==> src/rtl/lut_ram_wr_arbiter_if.sv <==
// lut_ram_wr_arbiter_if: requester handshakes, clear, and registered RAM write port.
interface lut_ram_wr_arbiter_if #(
   parameter int ADDR_WIDTH = 4,
   parameter int DATA_WIDTH = 32
);
   logic                  clr;
   logic                  req0_valid;
   logic [ADDR_WIDTH-1:0] req0_addr;
   logic [DATA_WIDTH-1:0] req0_data;
   logic                  req0_ready;
   logic                  req1_valid;
   logic [ADDR_WIDTH-1:0] req1_addr;
   logic [DATA_WIDTH-1:0] req1_data;
   logic                  req1_ready;
   logic                  ram_wr_en;
   logic [ADDR_WIDTH-1:0] ram_wr_addr;
   logic [DATA_WIDTH-1:0] ram_wr_data;
   logic                  init_busy;

   modport master (
      output clr, req0_valid, req0_addr, req0_data, req1_valid, req1_addr, req1_data,
      input  req0_ready, req1_ready, ram_wr_en, ram_wr_addr, ram_wr_data, init_busy
   );

   modport slave (
      input  clr, req0_valid, req0_addr, req0_data, req1_valid, req1_addr, req1_data,
      output req0_ready, req1_ready, ram_wr_en, ram_wr_addr, ram_wr_data, init_busy
   );
endinterface

==> src/rtl/lut_ram_wr_arbiter.sv <==
// lut_ram_wr_arbiter: round-robin arbiter for two writers onto one LUT RAM write port, with zero-fill.
module lut_ram_wr_arbiter #(
   parameter int DEPTH      = 16,
   parameter int ADDR_WIDTH = $clog2(DEPTH),
   parameter int DATA_WIDTH = 32
) (
   input logic                 clk,
   input logic                 rst_n,
   lut_ram_wr_arbiter_if.slave bus
);
   typedef enum logic {INIT, RUN} state_t;

   state_t                state, state_nxt;
   logic [ADDR_WIDTH-1:0] cnt;
   logic                  prio;
   logic                  rdy0, rdy1;
   logic                  wr_en;
   logic [ADDR_WIDTH-1:0] wr_addr;
   logic [DATA_WIDTH-1:0] wr_data;

   always_ff @(posedge clk)
      state <= !rst_n ? INIT : state_nxt;

   always_comb begin
      state_nxt = state;
      rdy0      = 1'b0;
      rdy1      = 1'b0;
      if (state == INIT) begin
         state_nxt = (cnt == ADDR_WIDTH'(DEPTH - 1)) ? RUN : INIT;
      end else begin
         state_nxt = bus.clr ? INIT : RUN;
         rdy0      = !bus.clr && bus.req0_valid && (!bus.req1_valid || !prio);
         rdy1      = !bus.clr && bus.req1_valid && (!bus.req0_valid || prio);
      end
   end

   // cnt wraps to 0 on its own after DEPTH-1 because DEPTH is a power of two
   always_ff @(posedge clk) begin
      if (!rst_n) begin
         cnt     <= '0;
         prio    <= 1'b0;
         wr_en   <= 1'b0;
         wr_addr <= '0;
         wr_data <= '0;
      end else if (state == INIT) begin
         wr_en   <= 1'b1;
         wr_addr <= cnt;
         wr_data <= '0;
         cnt     <= cnt + ADDR_WIDTH'(1);
      end else begin
         wr_en <= rdy0 || rdy1;
         cnt   <= '0;
         if (rdy0) begin
            wr_addr <= bus.req0_addr;
            wr_data <= bus.req0_data;
            prio    <= 1'b1;
         end else if (rdy1) begin
            wr_addr <= bus.req1_addr;
            wr_data <= bus.req1_data;
            prio    <= 1'b0;
         end
      end
   end

   assign bus.req0_ready  = rdy0;
   assign bus.req1_ready  = rdy1;
   assign bus.ram_wr_en   = wr_en;
   assign bus.ram_wr_addr = wr_addr;
   assign bus.ram_wr_data = wr_data;
   assign bus.init_busy   = (state == INIT);
endmodule

==> src/flat_wrapper.sv <==
// flat-port wrapper written by rule: the top's interface ports become plain ports
module lut_ram_wr_arbiter_flat 
#(
   parameter int DEPTH      = 16,
   parameter int ADDR_WIDTH = $clog2(DEPTH),
   parameter int DATA_WIDTH = 32
)
  (clk, rst_n, bus_clr, bus_req0_valid, bus_req0_addr, bus_req0_data, bus_req1_valid, bus_req1_addr, bus_req1_data, bus_req0_ready, bus_req1_ready, bus_ram_wr_en, bus_ram_wr_addr, bus_ram_wr_data, bus_init_busy);
  lut_ram_wr_arbiter_if #(.ADDR_WIDTH(ADDR_WIDTH), .DATA_WIDTH(DATA_WIDTH)) bus_i ();
  input logic clk;
  input logic rst_n;
  input wire logic [$bits(bus_i.clr)-1:0] bus_clr;
  input wire logic [$bits(bus_i.req0_valid)-1:0] bus_req0_valid;
  input wire logic [$bits(bus_i.req0_addr)-1:0] bus_req0_addr;
  input wire logic [$bits(bus_i.req0_data)-1:0] bus_req0_data;
  input wire logic [$bits(bus_i.req1_valid)-1:0] bus_req1_valid;
  input wire logic [$bits(bus_i.req1_addr)-1:0] bus_req1_addr;
  input wire logic [$bits(bus_i.req1_data)-1:0] bus_req1_data;
  output wire logic [$bits(bus_i.req0_ready)-1:0] bus_req0_ready;
  output wire logic [$bits(bus_i.req1_ready)-1:0] bus_req1_ready;
  output wire logic [$bits(bus_i.ram_wr_en)-1:0] bus_ram_wr_en;
  output wire logic [$bits(bus_i.ram_wr_addr)-1:0] bus_ram_wr_addr;
  output wire logic [$bits(bus_i.ram_wr_data)-1:0] bus_ram_wr_data;
  output wire logic [$bits(bus_i.init_busy)-1:0] bus_init_busy;
  assign bus_i.clr = bus_clr;
  assign bus_i.req0_valid = bus_req0_valid;
  assign bus_i.req0_addr = bus_req0_addr;
  assign bus_i.req0_data = bus_req0_data;
  assign bus_i.req1_valid = bus_req1_valid;
  assign bus_i.req1_addr = bus_req1_addr;
  assign bus_i.req1_data = bus_req1_data;
  assign bus_req0_ready = bus_i.req0_ready;
  assign bus_req1_ready = bus_i.req1_ready;
  assign bus_ram_wr_en = bus_i.ram_wr_en;
  assign bus_ram_wr_addr = bus_i.ram_wr_addr;
  assign bus_ram_wr_data = bus_i.ram_wr_data;
  assign bus_init_busy = bus_i.init_busy;
  lut_ram_wr_arbiter #(.DEPTH(DEPTH), .ADDR_WIDTH(ADDR_WIDTH), .DATA_WIDTH(DATA_WIDTH)) u_core (.clk(clk), .rst_n(rst_n), .bus(bus_i));
endmodule
==> config.mk <==
export PLATFORM = sky130hd
export DESIGN_NAME = lut_ram_wr_arbiter_flat
export DESIGN_NICKNAME = d
export VERILOG_FILES = /design/src/rtl/lut_ram_wr_arbiter_if.sv /design/src/rtl/lut_ram_wr_arbiter.sv /design/src/flat_wrapper.sv
export SDC_FILE = /design/constraint.sdc
export NUM_CORES = 1
export LEC_CHECK = 0
export CAP_MARGIN = 10
export CELL_PAD_IN_SITES_DETAIL_PLACEMENT = 1
export CELL_PAD_IN_SITES_GLOBAL_PLACEMENT = 1
export CORE_ASPECT_RATIO = 0.6
export CORE_MARGIN = 4
export CORE_UTILIZATION = 29
export CTS_CLUSTER_SIZE = 20
export DETAILED_ROUTE_END_ITERATION = 7
export PLACE_DENSITY_LB_ADDON = 0.12
export SLEW_MARGIN = 20
export SYNTH_ARGS = -nofsm -noshare
export SYNTH_HDL_FRONTEND = slang
export SYNTH_SLANG_ARGS = --single-unit
==> constraint.sdc <==
create_clock -name clk -period 2.27 [get_ports clk]
set_input_delay 0.3405 -clock clk [delete_from_list [all_inputs] [get_ports clk]]
set_output_delay 0.3405 -clock clk [all_outputs]
set_load 0.01 [all_outputs]
# --- Yosys cells after proc, flatten, opt, wreduce, memory -nomap -nowiden ---
# Index checks and enable logic that the tools add are counted.
classes:
  addsub: 1
  n_eq_ne: 2
  n_mux: 13
  n_bitwise: 2
  reduce_logical: 15
op_table:
  columns: ["cell", "n"]
  rows:
  - ["32-bit two-way mux", 2]
  - ["4-bit two-way mux", 3]
  - ["1-bit two-way mux", 8]
  - ["4-bit by 1-bit adder with 4-bit output, second input constant", 1]
  - ["4-bit == test, second input constant", 1]
  - ["1-bit logical AND", 4]
  - ["1-bit zero test", 4]
  - ["2-bit AND reduction", 2]
  - ["1-bit logical OR", 3]
  - ["3-bit != test, second input constant", 1]
  - ["1-bit inverter", 2]
  - ["2-bit nonzero test", 1]
  - ["2-bit OR reduction", 1]
totals:
  regBits: 43
  inputBits: 77
  output_inout_bits: 40
  wordCells: 39

# --- Depth between registers and ports, before layout ---
# Gate-level depths: netlist of run 1.
depth:
  depth_word: 7
  depth_mapped: 5
  ltp_nobuf: 3

# --- Worst setup path after synthesis of run 1 ---
# Ideal clock, no wire load.
synth_path:
  kind: "in2out"
  start: "in bus_clr"
  end: "out bus_req1_ready"
  t_arrival_ns: 1.065
  required_ns: 1.929
  slack_ns: 0.864
  stages: 4
  path_buffers: 2
  cell_sequence: "nand2b_1 > buf_4 > buf_4 > nor3_1"
synth_between:
  elab_chain_len: 4
synth_lines:
  columns: ["element", "line_no", "rtl"]
  rows:
  - ["start, declared", "flat_wrapper.sv:12", "input wire logic [$bits(bus_i.clr)-1:0] bus_clr;"]
  - ["1-bit zero test", "lut_ram_wr_arbiter.sv:33", "rdy1 = !bus.clr && bus.req1_valid && (!bus.req0_valid || prio);"]
  - ["1-bit logical AND (2 in series)", "lut_ram_wr_arbiter.sv:33", null]
  - ["1-bit two-way mux", "lut_ram_wr_arbiter.sv:28", "if (state == INIT) begin"]
  - ["end, declared", "flat_wrapper.sv:20", "output wire logic [$bits(bus_i.req1_ready)-1:0] bus_req1_ready;"]
# Every way passes these cells.

# --- Worst setup path in the final report of run 1 ---
layout_path:
  start: "in bus_req0_valid"
  end: "out bus_req0_ready"
layout_between:
  elab_chain_len: 3
layout_lines:
  columns: ["element", "line_no", "rtl"]
  rows:
  - ["start, declared", "flat_wrapper.sv:13", "input wire logic [$bits(bus_i.req0_valid)-1:0] bus_req0_valid;"]
  - ["1-bit logical AND (2 in series)", "lut_ram_wr_arbiter.sv:32", "rdy0 = !bus.clr && bus.req0_valid && (!bus.req1_valid || !prio);"]
  - ["1-bit two-way mux", "lut_ram_wr_arbiter.sv:28", null]
  - ["end, declared", "flat_wrapper.sv:19", "output wire logic [$bits(bus_i.req0_ready)-1:0] bus_req0_ready;"]
# Every way passes these cells.

==> out/metrics.cfg, run 1 <==
[layout]
n_fill_cell = 811
drive_gt1_frac = 0.0602
areaGrowthSynthToFinish_pct = 61.7
n_antenna_cell = 0
final-seq-area_sq_um = 862
final_cell_mix = clkdlybuf4s50_1 (116), nor4_1 (64), dfxtp_1 (42)
final_common_cell = clkdlybuf4s50_1
multi_input_area_sq_mm = 0.00103
final_util = 0.497
nets = 428
fin_area_sq_mm = 0.00342

[detailed_routing]
vias_per_cell = 5.58
drc = 0
drtIter0Drc = 124
drt_first_pass_iters = 4
antenna_left = 0
drt_wl_total_um = 8350
drt-wirelength-per-cell_um = 19.1
num_vias = 2432

[clock_network]
cts_made_buffers = 5
hold_buffers = 0
post-cts-setup-buffers = 0
cts_tree = built
clk_pin_slew_ps = 60
clk_latency_ps = 280
clock_path_buffers = 2
cts-resized-gates = 0
htree_levels = 2
ctsRootBufferMaster = clkbuf_16
cts.sinks = 43

[run]
cap_violations = 0

[die]
die_area_sq_mm = 0.00876
die_w_um = 118
fp-row-count = 23
pin_count = 117
coreArea_sq_mm = 0.00688
die_h_um = 74.1
initial_core_util = 0.307

[critical_path]
cp.arrival_ps = 1840
critPathKind = in2out
critPathMaxStageDelay_ps = 580
reg2reg_slack_ps = 620
crit_chain = clkdlybuf4s50_1 -> a21bo_1 -> nor2_1 -> clkdlybuf4s50_1
critPathMaxFanout = 5
start_kind = input port
worst_path_max_delay_cell = clkdlybuf4s50_1
critPathRequiredTime_ps = 1930
cp-end-kind = output pin
cp_common_cell = clkdlybuf4s50_1

[global_routing]
grt_use_met2 = 0.280
grt_max_degree = 71
met3_usage = 0.0638
grt_first_pass_wirelength_um = 13600
grt_pass1_vias = 2583
grt_util_all_layers = 0.194
antenna_found_initial = 0
busiest_layer = met1
grt_overflow = 0
gr-usage-met1 = 0.286

[placed_design]
place_area_sq_mm = 0.00329
dp_hpwl_um = 5630
dp_slack_ps = 97.3
routabilityCongestion = 0.757
io_buffers = 116

[yosys]
synth_cells = 247
synth_seq_area_share = 0.407
synth_cell_types = 32
netlist_area_sq_mm = 0.00211
synth_fp_nets = 325
synth_ff_type = dfxtp_1
synth-seq-cells = 43
synthArstFlopShare = 0
yosysWarnings = 0
synth_enable_flop_cells = 0
syn_area_per_cell_sq_um = 8.56

[status]
outcome = completed

[pwr]
switching_share = 0.223
vdd_drop_max_mv = 0.269
combPwrFrac = 0.145
p_sw_mw = 0.375
powerDensity_mw_per_mm2 = 493
cellInternalPower_mw = 1.31
seqPwrFrac = 0.456
p_leak_nw = 1.04
p_clk_frac = 0.399

[sta]
setup_tns_ps = 0
rsz0062_at_grt = false
finalSetupViolCount = 0
worst_slack_ps = 92.9
max_freq_mhz = 459
worst_slew_pin_slew_ps = 479
maxSlewViolCount = 0
skew_ps = 2.69
post-route-period-util = 0.959
period_minus_slack_ps = 2180
finalHoldViolations = 0
slew-limit-headroom = 0.680

[hold_path]
hp-class = reg2reg

routing by layer:
metal / vias to the layer above / part of all wire
li1: 1165 / -
met1: 1176 / 0.51
met2: 87 / 0.41
met3: 4 / 0.080
met4: 0 / 0.0023
met5: - / 0
Yosys cell counts, drive strengths merged (2+ instances only):
cell type | n | area share
a21oi | 32 | 0.076
nor4 | 64 | 0.19
nor2 | 5 | 0.010
dfxtp | 43 | 0.41
o211ai | 3 | 0.011
o22ai | 4 | 0.012
nand2 | 2 | 0.0036
nand4b | 4 | 0.017
buf | 24 | 0.091
nor3 | 33 | 0.078
a31oi | 4 | 0.012
clkbuf | 7 | 0.012
o21a | 3 | 0.011
a21boi | 2 | 0.012
nand3 | 2 | 0.0047
o31ai | 4 | 0.014
final timing paths:
kind                                     end  cells after the start            from
setup / recovery              bus_req0_ready                      4  bus_req0_valid
hold / removal                 u_core.cnt[0]                      1   u_core.cnt[0]
setup reg to reg  u_core.bus.ram_wr_data[31]                      4    u_core.state
hold reg to reg                u_core.cnt[0]                      1   u_core.cnt[0]
cell families (layout without fill, tap and decap cells):
logic type      after synthesis  after routing  synth area share
buf+inv                      33            135             0.107
flops                        43             43             0.407
compound gates               54             54             0.157
fa+ha+maj                     1              1           0.00592
xor+xnor                      2              2           0.00829
simple gates                114            114             0.314
power groups by stage:
stage | sequential, mW | clock [mW] | combinational, mW
after detailed placement | 0.786 | 0 | 0.243
after global placement | 0.786 | 0 | 0.245
final | 0.770 | 0.672 | 0.244
after global routing | 0.771 | 0.722 | 0.262
after CTS | 0.770 | 0.695 | 0.245
after floorplan | 0.787 | 0 | 0.0775
stage by stage:
stage | power, mW | std cells | hold WS, ps
2_1_floorplan | 0.864 | 247 | 430
3_3_place_gp | 1.03 | 430 | 472
3_5_place_dp | 1.03 | 430 | 476
4_1_cts | 1.71 | 436 | 489
5_1_grt | 1.75 | 436 | 507
6_report | 1.69 | 436 | 490
area by class of cell:
class / instances / share of cell area
timing repair buffer: 127 / 0.375
multi-input combinational: 171 / 0.301
sequential: 43 / 0.252
clock buffer: 6 / 0.0377
tap: 87 / 0.0319
inverter: 2 / 0.00220
registers in the layout (all words and copies together) (netlist names):
name,cells
u_core.bus.ram_wr_en,1
u_core.prio,1
u_core.cnt,4
u_core.state,1
u_core.bus.ram_wr_data,32
u_core.bus.ram_wr_addr,4
critical path, delay by kind of cell:
kind | cells | cell delay (ps)
AND/OR/NAND/NOR | 1 | 120
AO/OA/AOI/OAI | 1 | 240
buffers and inverters | 2 | 1140
No activity file was read; power rests on OpenSTA's default activity.
==> run 2, diff against run 1 <==
MAX_ROUTING_LAYER = met4   (was default)
==> out/metrics.cfg, run 2 (synthesis results as in run 1) <==
[critical_path]
critPathKind = in2out
critPathMaxFanout = 5  ; unchanged
cp-end-kind = output pin
cp_common_cell = clkdlybuf4s50_1
rr_worst_depth = 4  ; unchanged
critPathRequiredTime_ps = 1930  ; about the same
start_kind = input port
crit_chain = clkdlybuf4s50_1 -> a21bo_1 -> nor2_1 -> clkdlybuf4s50_1
cp.arrival_ps = 1830  ; about the same
worst_path_max_delay_cell = clkdlybuf4s50_1
critPathMaxStageDelay_ps = 570  ; about the same

[clock_network]
htree_levels = 2  ; unchanged
cts-resized-gates = 0  ; unchanged
clock_path_buffers = 2  ; unchanged
ctsRootBufferMaster = clkbuf_16
clk_latency_ps = 280  ; about the same
clk_pin_slew_ps = 60  ; about the same
hold_buffers = 0  ; unchanged
cts.sinks = 43  ; unchanged
cts_made_buffers = 5  ; unchanged
cts_tree = built
post-cts-setup-buffers = 0  ; unchanged

[detailed_routing]
drt_first_pass_iters = 4  ; unchanged
route.met2.wl_um = 3440  ; +0.53%
drt_wl_total_um = 8350  ; about the same
drt-wirelength-per-cell_um = 19.2  ; about the same
wl_met1_um = 4240  ; about the same
routed.top_layer = met4
drc = 0  ; unchanged
antenna_left = 0  ; unchanged
drtIter0Drc = 136  ; +9.7%
met3_length_um = 657  ; -2.2%
num_vias = 2439  ; +0.29%
vias_per_cell = 5.59  ; +0.29%

[global_routing]
grt_overflow = 0  ; unchanged
grt_util_all_layers = 0.200  ; +0.00654
grt_first_pass_wirelength_um = 13600  ; -0.10%
grt_pass1_vias = 2578  ; -0.19%
antenna_found_initial = 0  ; unchanged
grt_max_degree = 71  ; unchanged

[pwr]
powerDensity_mw_per_mm2 = 493  ; -0.16%
vdd_drop_max_mv = 0.268  ; -0.46%
p_leak_nw = 1.04  ; unchanged

[sta]
period_minus_slack_ps = 2170  ; -5.61 ps
setup_tns_ps = 0  ; unchanged
post-route-period-util = 0.957  ; -0.00247
maxSlewViolCount = 0  ; unchanged
worst_slew_pin_slew_ps = 485  ; +6.17 ps
max_freq_mhz = 461  ; +0.26%
finalSetupViolCount = 0  ; unchanged
finalHoldViolations = 0  ; unchanged
slew-limit-headroom = 0.676  ; -0.00411
skew_ps = 3.55  ; +0.858 ps
rsz0062_at_grt = false

[layout]
final_cell_mix = clkdlybuf4s50_1 (116), nor4_1 (64), dfxtp_1 (42)
final_cell_count_no_fill = 436  ; unchanged
n_antenna_cell = 0  ; unchanged
fin_area_sq_mm = 0.00342  ; unchanged
nets = 428  ; unchanged
n_fill_cell = 811  ; unchanged
areaGrowthSynthToFinish_pct = 61.7  ; unchanged
final_common_cell = clkdlybuf4s50_1
drive_gt1_frac = 0.0602  ; unchanged
largest_reg_flops = 32  ; unchanged

[die]
die_area_sq_mm = 0.00876  ; unchanged
fp-row-count = 23  ; unchanged
pin_count = 117  ; unchanged
initial_core_util = 0.307  ; unchanged
die_w_um = 118  ; unchanged
coreArea_sq_mm = 0.00688  ; unchanged
die_h_um = 74.1  ; unchanged

[placed_design]
place_area_sq_mm = 0.00329  ; unchanged
dp_cells = 430  ; unchanged
dp_hpwl_um = 5630  ; unchanged
io_buffers = 116  ; unchanged
routabilityCongestion = 0.767  ; +1.3%

[hold_path]
hold_path_depth = 1  ; unchanged
hp-class = reg2reg

[status]
outcome = completed

[run]
cap_violations = 0  ; unchanged

[run 2: worst max-delay path, delay by kind of cell]
kind                   cells  cell delay (ps)
AND/OR/NAND/NOR            1              120
AO/OA/AOI/OAI              1              240
buffers and inverters      2             1130
[run 2: metrics by stage]
step	util	power [mW]	setup WS, ps	hold WS (ps)
after CTS	0.497	1.71	85.8	489
after detailed placement	0.478	1.03	97.3	476
after global placement	0.478	1.03	118	472
after floorplan	-	0.864	864	430
final	0.497	1.68	98.5	485
after global routing	0.497	1.75	47.7	507
[run 2: layout make-up]
class	count	area, sq um	area share
Timing Repair Buffer	127	1280	0.375
Multi-Input combinational cell	171	1030	0.301
Sequential cell	43	862	0.252
Clock buffer	6	129	0.0377
Tap cell	87	109	0.0319
Inverter	2	7.51	0.00220
[run 2: power by group]
group	total (mW)	internal, mW	switching (mW)
registers	0.770	0.763	0.00660
logic	0.244	0.152	0.0924
clock network	0.670	0.396	0.274
total	1.68	1.31	0.373
[run 2: final timing paths]
path | end | from | slack [ps]
max | bus_req0_ready | bus_req0_valid | 100
min reg2reg | u_core.cnt[0] | u_core.cnt[0] | 480
min | u_core.cnt[0] | u_core.cnt[0] | 480
max reg2reg | u_core.bus.ram_wr_data[31] | u_core.state | 610
[run 2: per-layer routing]
layer,vias to the layer above,global-route usage
li1,1171,-
met1,1171,0.289
met2,93,0.280
met3,4,0.0608
met4,0,0.0273
met5,-,-
==> run 3, diff against run 2 <==
CAP_MARGIN = 25   (was 10)
CTS_BUF_LIST = sky130_fd_sc_hd__clkbuf_16   (was default)
==> out/metrics.cfg, run 3 (synthesis results as in run 1) <==
[sta]
worst_slack_ps = 97.6  ; -0.933 ps
slew-limit-headroom = 0.686  ; +0.00917
max_freq_mhz = 460  ; about the same
maxSlewViolCount = 0  ; unchanged
finalSetupViolCount = 0  ; unchanged
setup_tns_ps = 0  ; unchanged
worst_slew_pin_slew_ps = 472  ; -13.8 ps
period_minus_slack_ps = 2170  ; +0.933 ps
finalHoldViolations = 0  ; unchanged
skew_ps = 4.04  ; +0.487 ps
rsz0062_at_grt = false
post-route-period-util = 0.957  ; about the same

[die]
die_area_sq_mm = 0.00876  ; unchanged
initial_core_util = 0.307  ; unchanged
fp-row-count = 23  ; unchanged
die_h_um = 74.1  ; unchanged
die_w_um = 118  ; unchanged
pin_count = 117  ; unchanged
coreArea_sq_mm = 0.00688  ; unchanged

[clock_network]
cts_made_buffers = 5  ; unchanged
htree_levels = 2  ; unchanged
clock_path_buffers = 2  ; unchanged
ctsRootBufferMaster = clkbuf_16
cts-resized-gates = 0  ; unchanged
clk_pin_slew_ps = 60  ; about the same
hold_buffers = 0  ; unchanged
cts.sinks = 43  ; unchanged
cts_tree = built
clk_latency_ps = 280  ; about the same
post-cts-setup-buffers = 0  ; unchanged

[layout]
final_util = 0.497  ; unchanged
drive_gt1_frac = 0.0602  ; unchanged
largest_reg_flops = 32  ; unchanged
final_cell_mix = clkdlybuf4s50_1 (116), nor4_1 (64), dfxtp_1 (42)
nets = 428  ; unchanged
final_common_cell = clkdlybuf4s50_1
areaGrowthSynthToFinish_pct = 61.7  ; unchanged
final_cell_count_no_fill = 436  ; unchanged
n_fill_cell = 811  ; unchanged
n_antenna_cell = 0  ; unchanged

[critical_path]
critPathRequiredTime_ps = 1930  ; about the same
critPathMaxFanout = 5  ; unchanged
r2r-end = u_core.bus.ram_wr_data[31]
cp-end-kind = output pin
r2r-start = u_core.state
rr_worst_depth = 4  ; unchanged
start_kind = input port
cp.arrival_ps = 1830  ; about the same
critPathKind = in2out
reg2reg_slack_ps = 640  ; +30 ps

[status]
outcome = completed

[placed_design]
io_buffers = 116  ; unchanged
routabilityCongestion = 0.767  ; unchanged
dp_hpwl_um = 5630  ; unchanged
dp_slack_ps = 97.3  ; unchanged
dp_cells = 430  ; unchanged

[global_routing]
grt_pass1_vias = 2578  ; unchanged
grt_max_degree = 71  ; unchanged
grt_util_all_layers = 0.200  ; unchanged
antenna_found_initial = 0  ; unchanged
grt_overflow = 0  ; unchanged
grt_first_pass_wirelength_um = 13600  ; unchanged

[pwr]
powerDensity_mw_per_mm2 = 491  ; -0.26%
power_mw = 1.68  ; -0.26%
p_leak_nw = 1.05  ; +0.40%
vdd_drop_max_mv = 0.270  ; +0.58%

[run]
cap_violations = 0  ; unchanged

[hold_path]
holdPathEnd = u_core.cnt[0]
hp-class = reg2reg
hold_path_depth = 1  ; unchanged
hold_start = u_core.cnt[0]

[detailed_routing]
drt_first_pass_iters = 4  ; unchanged
drtIter0Drc = 137  ; +0.74%
drt_wl_total_um = 8340  ; -0.22%
drt-wirelength-per-cell_um = 19.1  ; -0.22%
vias_per_cell = 5.62  ; +0.45%
num_vias = 2450  ; +0.45%
antenna_left = 0  ; unchanged
drc = 0  ; unchanged

==> run 3: cell types whose count changed in the layout (fill, tap and decap cells not counted), sizes merged <==
cell    change
clkbuf      -1
inv         +1
==> run 3: metrics by stage <==
step,cell area [sq um],hold WS [ps]
after detailed placement,3290,476
after global placement,3290,472
after floorplan,2110,430
after global routing,3420,507
final,3420,490
after CTS,3420,489
==> run 3: critical path, cell delays in order <==
cell	delay, ps
clkdlybuf4s50_1	570
a21bo_1	240
nor2_1	120
clkdlybuf4s50_1	560
==> run 3: worst max-delay path by stage <==
stage | from | end | slack, ps | cells past startpoint
global route | bus_req0_valid | bus_req0_ready | 50 | 4
finish | bus_req0_valid | bus_req0_ready | 100 | 4
CTS | bus_req0_valid | bus_req0_ready | 90 | 4
floorplan | bus_clr | bus_req1_ready | 860 | 4
detailed placement | bus_req0_valid | bus_req0_ready | 100 | 4
global placement | bus_req0_valid | bus_req0_ready | 120 | 4
==> run 3: area by class of cell <==
class / instances / area, sq um / share of cell area
clock inverters: 1 / 3.75 / 0.00110
flip-flops and latches: 43 / 862 / 0.252
repair buffers: 127 / 1280 / 0.375
clock buffers: 5 / 125 / 0.0366
multi-input cells: 171 / 1030 / 0.301
well taps: 87 / 109 / 0.0319
inverters: 2 / 7.51 / 0.00220
==> run 3: routing by layer <==
| layer | routed length, um | up-vias | part of all wire | track usage |
|---|---|---|---|---|
| li1 | - | 1170 | - | - |
| met1 | 4220 | 1180 | 0.51 | 0.289 |
| met2 | 3440 | 95 | 0.41 | 0.280 |
| met3 | 643 | 5 | 0.077 | 0.0608 |
| met4 | 28 | 0 | 0.0034 | 0.0273 |
| met5 | 0 | - | 0 | - |
==> run 3: report_power, final <==
part / leakage, nW / switching, mW / internal (mW)
Clock: 0.0669 / 0.274 / 0.391
Combinational: 0.631 / 0.0923 / 0.152
Sequential: 0.348 / 0.00674 / 0.763
